**src/rtl/mips_debug_frame_serializer_if.sv**
```systemverilog
// mips_debug_frame_serializer_if: request/source/frame bundle between the debug taps, the
// debug interface and the MIPS frame serializer.
interface mips_debug_frame_serializer_if #(
  parameter int NB_FRAME = 32,
  parameter int NB_LATCH = 96,
  parameter int N_LATCH  = 8
);
  logic [5:0]                  i_request_select;
  logic [4:0]                  o_reg_addr;
  logic [NB_FRAME-1:0]         i_reg_data;
  logic [NB_FRAME-1:0]         i_pc;
  logic [NB_FRAME-1:0]         i_mem_data;
  logic [NB_FRAME-1:0]         i_instr_data;
  logic [N_LATCH*NB_LATCH-1:0] i_latch_data;
  logic [NB_FRAME-1:0]         o_frame;
  logic                        o_eod;
  logic                        o_busy;
  modport slave (
    input  i_request_select, i_reg_data, i_pc, i_mem_data, i_instr_data, i_latch_data,
    output o_reg_addr, o_frame, o_eod, o_busy
  );
  modport master (
    output i_request_select, i_reg_data, i_pc, i_mem_data, i_instr_data, i_latch_data,
    input  o_reg_addr, o_frame, o_eod, o_busy
  );
endinterface

```
**src/rtl/mips_debug_frame_serializer.sv**
```systemverilog
// mips_debug_frame_serializer: sends the selected debug source as MSW-first frames followed by an EOD strobe.
// Define DBG_SNAPSHOT_EN to freeze the whole source at request time so multi-word bursts stay coherent.
module mips_debug_frame_serializer #(
  parameter int NB_FRAME = 32,
  parameter int NB_LATCH = 96,
  parameter int N_LATCH  = 8
) (
  input logic i_clock,
  input logic i_reset,
  mips_debug_frame_serializer_if.slave bus
);
  localparam int NW = NB_LATCH / NB_FRAME;
  typedef enum logic [1:0] {IDLE, SEND, EOD} state_e;
  state_e              state_q, state_d;
  logic [1:0]          n_q, n_d, idx_q, idx_d, req_n;
  logic [3:0]          sel_q, sel_d, req_sel;
  logic [4:0]          addr_q, addr_d;
  logic [NB_FRAME-1:0] frame_q, frame_d;
  logic                eod_q, eod_d;
  logic [5:0]          req, lat_off;
  logic                lat_hit, accept;
  logic [NB_LATCH-1:0] grp [N_LATCH];
  logic [NB_LATCH-1:0] src_new, cur;
  function automatic logic [NB_LATCH-1:0] pick(input logic [3:0] s, input logic [NB_FRAME-1:0] r, m, ins, p,
                                               input logic [NB_LATCH-1:0] g);
    logic [NB_FRAME-1:0] w;
    w = s[1:0] == 2'd0 ? r : s[1:0] == 2'd1 ? m : s[1:0] == 2'd2 ? ins : p;
    return s[3] ? g : NB_LATCH'(w) << (NB_LATCH - NB_FRAME);
  endfunction
  function automatic logic [NB_FRAME-1:0] word(input logic [NB_LATCH-1:0] v, input logic [1:0] k);
    return NB_FRAME'(v >> ((NW - 1 - int'(k)) * NB_FRAME));
  endfunction
  for (genvar g = 0; g < N_LATCH; g++) begin : g_grp
    assign grp[g] = bus.i_latch_data[g*NB_LATCH +: NB_LATCH];
  end
  assign req     = bus.i_request_select;
  assign lat_off = req - 6'd36;
  assign lat_hit = req[5] && lat_off < 6'(N_LATCH);
  assign accept  = state_q == IDLE && req != 6'h3F;
  // source code: 0 GPR, 1 data mem, 2 instr mem, 3 PC, {1,k} latch group k
  assign req_sel = !req[5] ? 4'd0 : lat_hit ? {1'b1, lat_off[2:0]} : {2'b00, req[1:0] + 2'd1};
  assign req_n   = !req[5] ? 2'd1 : lat_hit ? 2'(NW) : (req[4:2] == 3'b000 && req[1:0] != 2'b11) ? 2'd1 : 2'd0;
  assign src_new = pick(req_sel, bus.i_reg_data, bus.i_mem_data, bus.i_instr_data, bus.i_pc, grp[req_sel[2:0]]);
`ifdef DBG_SNAPSHOT_EN
  logic [NB_LATCH-1:0] snap_q, snap_d;
  assign snap_d = accept ? src_new : snap_q;
  always_ff @(posedge i_clock)
    if (!i_reset) snap_q <= '0;
    else snap_q <= snap_d;
  assign cur = snap_q;
`else
  assign cur = pick(sel_q, bus.i_reg_data, bus.i_mem_data, bus.i_instr_data, bus.i_pc, grp[sel_q[2:0]]);
`endif
  assign bus.o_reg_addr = state_q == IDLE ? req[4:0] : addr_q;
  assign bus.o_frame    = frame_q;
  assign bus.o_eod      = eod_q;
  assign bus.o_busy     = state_q != IDLE;
  always_comb begin
    state_d = state_q;
    n_d     = n_q;
    idx_d   = idx_q;
    sel_d   = sel_q;
    addr_d  = addr_q;
    frame_d = '0;
    eod_d   = 1'b0;
    case (state_q)
      IDLE: if (accept) begin
        state_d = req_n != 2'd0 ? SEND : EOD;
        n_d     = req_n;
        idx_d   = 2'd0;
        sel_d   = req_sel;
        addr_d  = req[4:0];
        frame_d = req_n != 2'd0 ? word(src_new, 2'd0) : '0;
        eod_d   = req_n == 2'd0;
      end
      SEND: if (idx_q == n_q - 2'd1) begin
        state_d = EOD;
        eod_d   = 1'b1;
      end else begin
        idx_d   = idx_q + 2'd1;
        frame_d = word(cur, idx_q + 2'd1);
      end
      default: state_d = IDLE;
    endcase
  end
  always_ff @(posedge i_clock)
    if (!i_reset) begin
      state_q <= IDLE;
      n_q     <= '0;
      idx_q   <= '0;
      sel_q   <= '0;
      addr_q  <= '0;
      frame_q <= '0;
      eod_q   <= 1'b0;
    end else begin
      state_q <= state_d;
      n_q     <= n_d;
      idx_q   <= idx_d;
      sel_q   <= sel_d;
      addr_q  <= addr_d;
      frame_q <= frame_d;
      eod_q   <= eod_d;
    end
endmodule

```
**src/flat_wrapper.sv**
```systemverilog
// flat-port wrapper written by rule: the top's interface ports become plain ports
module mips_debug_frame_serializer_flat 
#(
  parameter int NB_FRAME = 32,
  parameter int NB_LATCH = 96,
  parameter int N_LATCH  = 8
)
  (i_clock, i_reset, bus_i_request_select, bus_i_reg_data, bus_i_pc, bus_i_mem_data, bus_i_instr_data, bus_i_latch_data, bus_o_reg_addr, bus_o_frame, bus_o_eod, bus_o_busy);
  mips_debug_frame_serializer_if #(.NB_FRAME(NB_FRAME), .NB_LATCH(NB_LATCH), .N_LATCH(N_LATCH)) bus_i ();
  input logic i_clock;
  input logic i_reset;
  input wire logic [$bits(bus_i.i_request_select)-1:0] bus_i_request_select;
  input wire logic [$bits(bus_i.i_reg_data)-1:0] bus_i_reg_data;
  input wire logic [$bits(bus_i.i_pc)-1:0] bus_i_pc;
  input wire logic [$bits(bus_i.i_mem_data)-1:0] bus_i_mem_data;
  input wire logic [$bits(bus_i.i_instr_data)-1:0] bus_i_instr_data;
  input wire logic [$bits(bus_i.i_latch_data)-1:0] bus_i_latch_data;
  output wire logic [$bits(bus_i.o_reg_addr)-1:0] bus_o_reg_addr;
  output wire logic [$bits(bus_i.o_frame)-1:0] bus_o_frame;
  output wire logic [$bits(bus_i.o_eod)-1:0] bus_o_eod;
  output wire logic [$bits(bus_i.o_busy)-1:0] bus_o_busy;
  assign bus_i.i_request_select = bus_i_request_select;
  assign bus_i.i_reg_data = bus_i_reg_data;
  assign bus_i.i_pc = bus_i_pc;
  assign bus_i.i_mem_data = bus_i_mem_data;
  assign bus_i.i_instr_data = bus_i_instr_data;
  assign bus_i.i_latch_data = bus_i_latch_data;
  assign bus_o_reg_addr = bus_i.o_reg_addr;
  assign bus_o_frame = bus_i.o_frame;
  assign bus_o_eod = bus_i.o_eod;
  assign bus_o_busy = bus_i.o_busy;
  mips_debug_frame_serializer #(.NB_FRAME(NB_FRAME), .NB_LATCH(NB_LATCH), .N_LATCH(N_LATCH)) u_core (.i_clock(i_clock), .i_reset(i_reset), .bus(bus_i));
endmodule
```
**config.mk**
```make
export PLATFORM = sky130hd
export DESIGN_NAME = mips_debug_frame_serializer_flat
export DESIGN_NICKNAME = d
export VERILOG_FILES = /design/src/rtl/mips_debug_frame_serializer_if.sv /design/src/rtl/mips_debug_frame_serializer.sv /design/src/flat_wrapper.sv
export SDC_FILE = /design/constraint.sdc
export NUM_CORES = 1
export LEC_CHECK = 0
export CAP_MARGIN = 20
export CORE_AREA = 2 2 366 368
export CTS_CLUSTER_SIZE = 25
export DETAILED_ROUTE_END_ITERATION = 8
export DIE_AREA = 0 0 368 370
export GPL_TIMING_DRIVEN = 0
export PLACE_DENSITY_LB_ADDON = 0.25
export RECOVER_POWER = 50
export SKIP_CTS_REPAIR_TIMING = 1
export SKIP_LAST_GASP = 1
export SYNTH_ARGS = -nofsm -noshare
export SYNTH_HDL_FRONTEND = slang
export SYNTH_SLANG_ARGS = --single-unit
```
**constraint.sdc**
```tcl
create_clock -name i_clock -period 11.15 [get_ports i_clock]
set_clock_uncertainty 0.2 [all_clocks]
set_input_delay 1.115 -clock i_clock [delete_from_list [all_inputs] [get_ports i_clock]]
set_output_delay 1.115 -clock i_clock [all_outputs]
set_load 0.01 [all_outputs]
```
==> results.toml <==
[outcome]
status = "complete, no violations"

[global_route]
grt_max_degree = 18
grt-busiest-layer = "met2"
grtUsageMet2_pct = 39.75
grt_pass1_vias = 18110
met3_usage_pct = 8.346
grt_remaining_overflow = 0
track_usage_pct = 23.33
grt_pass1_wl_um = 204500
grt_antenna_before_repair = 154
grt_use_met1_pct = 27.31

[clock_network]
cts_tree = "done"
numCtsBuffers = 5
clkTransAtPathRegs_ps = 110
cts_max_path_buffers = 2
clock-sinks = 47
cts_max_level = 2
insertion_delay_ps = 370
clock_tree.root_cell = "clkbuf_16"

[critical_path]
arrival_ps = 7700
critPathMaxFanout = 10
rrSetupSlack_ps = 5590
critPathKind = "in -> reg"
crit_required_ps = 11230
r2r-start = "u_core.idx_q[0]"
endpoint_kind = "flip-flop"
worstSetupStartpoint = "bus_i_request_select[2]"
start_kind = "input port"

[cells_and_area]
seqCellArea_um2 = 940.9
drive_gt1_share_pct = 18.49
fin_area_um2 = 24370
multi_input_area_um2 = 10460
fill_cells = 14780
postLayoutCoreUtil_pct = 18.40
area_growth_pct = 101.8
layout.nets = 3098

[yosys]
post_synth_inst_count = 1216
synth-edff-count = 0
syn-cell-area_um2 = 12080
ys.flop_type = "dfxtp_1"
synth-async-reset-ratio_pct = 0
synth.distinct_cells = 74
syn_avg_cell_area_um2 = 9.932
yosysSeqAreaShare_pct = 7.790
mappedNetlistNets = 2125
yosys_warnings = 0
ys_seq_elements = 47

[pwr]
power_mw = 1.639
p_leak_nw = 7.596
power_per_cell_area_nw_per_um2 = 67.26
ir_drop_uv = 62.54

[sta]
finalCritPeriodShare_pct = 68.33
setup_viol = 0
fmax_mhz = 131.3
drv_slew = 0
hold_viol_final = 0
tightest_slew_ps = 1304
rsz0062_at_grt = "false"
fin_crit_ps = 7619
whs_ps = 273.7
relSlewSlack_pct = 13.08
setup_tns_ps = 0

[drt]
vias_per_cell = 4.515
drt-total-wl_um = 165900
drc = 0
wl_per_cell_um = 41.54
num_vias = 18030
drt-initial-drc-count = 1524
dr.pass1.iters = 5
ant_nets = 0

[die]
die_area_um2 = 136200
num_rows = 134
dieWidth_um = 368
die_h_um = 370
start_util_pct = 9.119
core_um2 = 132500
io_pins = 943

[worst_hold_path]
min_from = "u_core.addr_q[1]"
hold_class = "reg -> reg"

[placement]
place_area_um2 = 24110
gp_congestion = 0.8906
io_buffers = 941
hpwl_um = 143500

[job]
cap_viol_max_count = 0
-- report_power, final --
group          total (mW)  internal, mW  switching [mW]
logic                1.23         0.616           0.615
registers           0.193         0.187         0.00640
clock network       0.215        0.0875           0.127
-- cells in the mapped netlist (5+ instances only) --
cell type	number	area, µm²
nor4_1	17	106.4
a21boi_0	7	52.55
mux2i_1	55	550.5
mux2_2	58	653.1
and2_1	9	56.30
o21ai_0	44	220.2
mux4_2	224	5045
o221ai_1	19	166.4
and3_1	8	50.05
nand3_1	15	75.07
buf_4	6	45.04
nor2_1	48	180.2
ha_1	5	62.56
nand2b_1	6	37.54
inv_1	6	22.52
a22o_1	7	61.31
a21oi_1	53	265.3
a31o_2	8	70.07
clkbuf_1	81	304.0
nor3_1	34	170.2
o22a_1	7	61.31
a21o_1	6	45.04
a211oi_1	27	202.7
buf_2	52	260.3
a211o_1	8	70.07
o211ai_1	12	90.09
buf_1	7	26.28
dfxtp_1	47	940.9
a22oi_1	19	142.6
o22ai_1	134	838.3
nor2b_1	17	106.4
a31oi_1	10	62.56
nand2_1	71	266.5
o2111ai_1	6	52.55
-- state kept, by name, summed over array words and instances, names as in the netlist --
signal and flops:
u_core.bus.o_frame 32, u_core.addr_q 5, u_core.sel_q 4, u_core.idx_q 2, u_core.state_q 2, u_core.bus.o_eod 1
u_core.n_q 1
-- metrics by stage --
step / worst slack [ps] / std cells
4_1_cts: 3686 / 3957
5_1_grt: 3574 / 3975
6_report: 3531 / 3993
3_5_place_dp: 3300 / 3949
3_3_place_gp: 2735 / 3925
2_1_floorplan: 6707 / 1216
-- layer usage --
layer	part of all wire (%)	routed length [µm]	vias up
met4	3.4	5567	120
met3	9.2	15260	314
met1	39	64600	9210
met2	48	79740	1185
met5	0.43	714	-
li1	-	-	7201
-- worst max-delay path, cell delays in order --
cell and delay, ps:
clkdlybuf4s50_1 590, buf_2 400, buf_2 540, clkbuf_1 950
inv_1 320, ha_1 380, buf_2 200, clkinv_1 500
nor3b_2 980, clkbuf_1 930, a22oi_1 220, o211a_1 280
o21ai_0 230
-- kinds of logic (layout without fill, tap and decap cells) --
group / after synthesis / in the layout / synth area share (%)
buffers and inverters: 157 / 1131 / 5.667
DFF: 47 / 47 / 7.790
other: 0 / 35 / 0
adders and majority gates: 5 / 5 / 0.5180
muxes: 337 / 337 / 51.74
xor gates and xnor gates: 2 / 2 / 0.1451
and+or+nand+nor: 250 / 250 / 10.42
AOI/OAI and AO/OA: 418 / 418 / 23.72
-- cell usage in the layout, fill, tap and decap left out, types with 10 or more instances in the layout --
master / n
a211oi_1: 27
a21oi_1: 53
a22oi_1: 19
a31oi_1: 10
buf_2: 53
buf_8: 14
clkbuf_1: 78
clkdlybuf4s50_1: 903
dfxtp_1: 47
diode_2: 35
dlygate4sd3_1: 38
mux2_2: 58
mux2i_1: 55
mux4_2: 224
nand2_1: 71
nand3_1: 15
nor2_1: 48
nor2b_1: 17
nor3_1: 34
nor4_1: 17
o211ai_1: 12
o21ai_0: 44
o221ai_1: 19
o22ai_1: 134
-- area by class of cell --
class                           instances  area share [%]
Multi-Input combinational cell       1012           42.92
Timing Repair Buffer                  966           40.32
Tap cell                             1768           9.077
Sequential cell                        47           3.861
Buffer                                147           2.680
Clock buffer                            5          0.5134
Antenna cell                           35          0.3594
Inverter                               10          0.1540
Clock inverter                          3          0.1130
-- path summary, 6_finish.rpt --
| path | to | cells after the start |
|---|---|---|
| max | u_core.bus.o_frame[14] | 13 |
| min | u_core.addr_q[1] | 2 |
| max reg2reg | u_core.bus.o_frame[5] | 11 |
| min reg2reg | u_core.addr_q[1] | 2 |
Note: power is estimated with default switching activity, not from simulation.
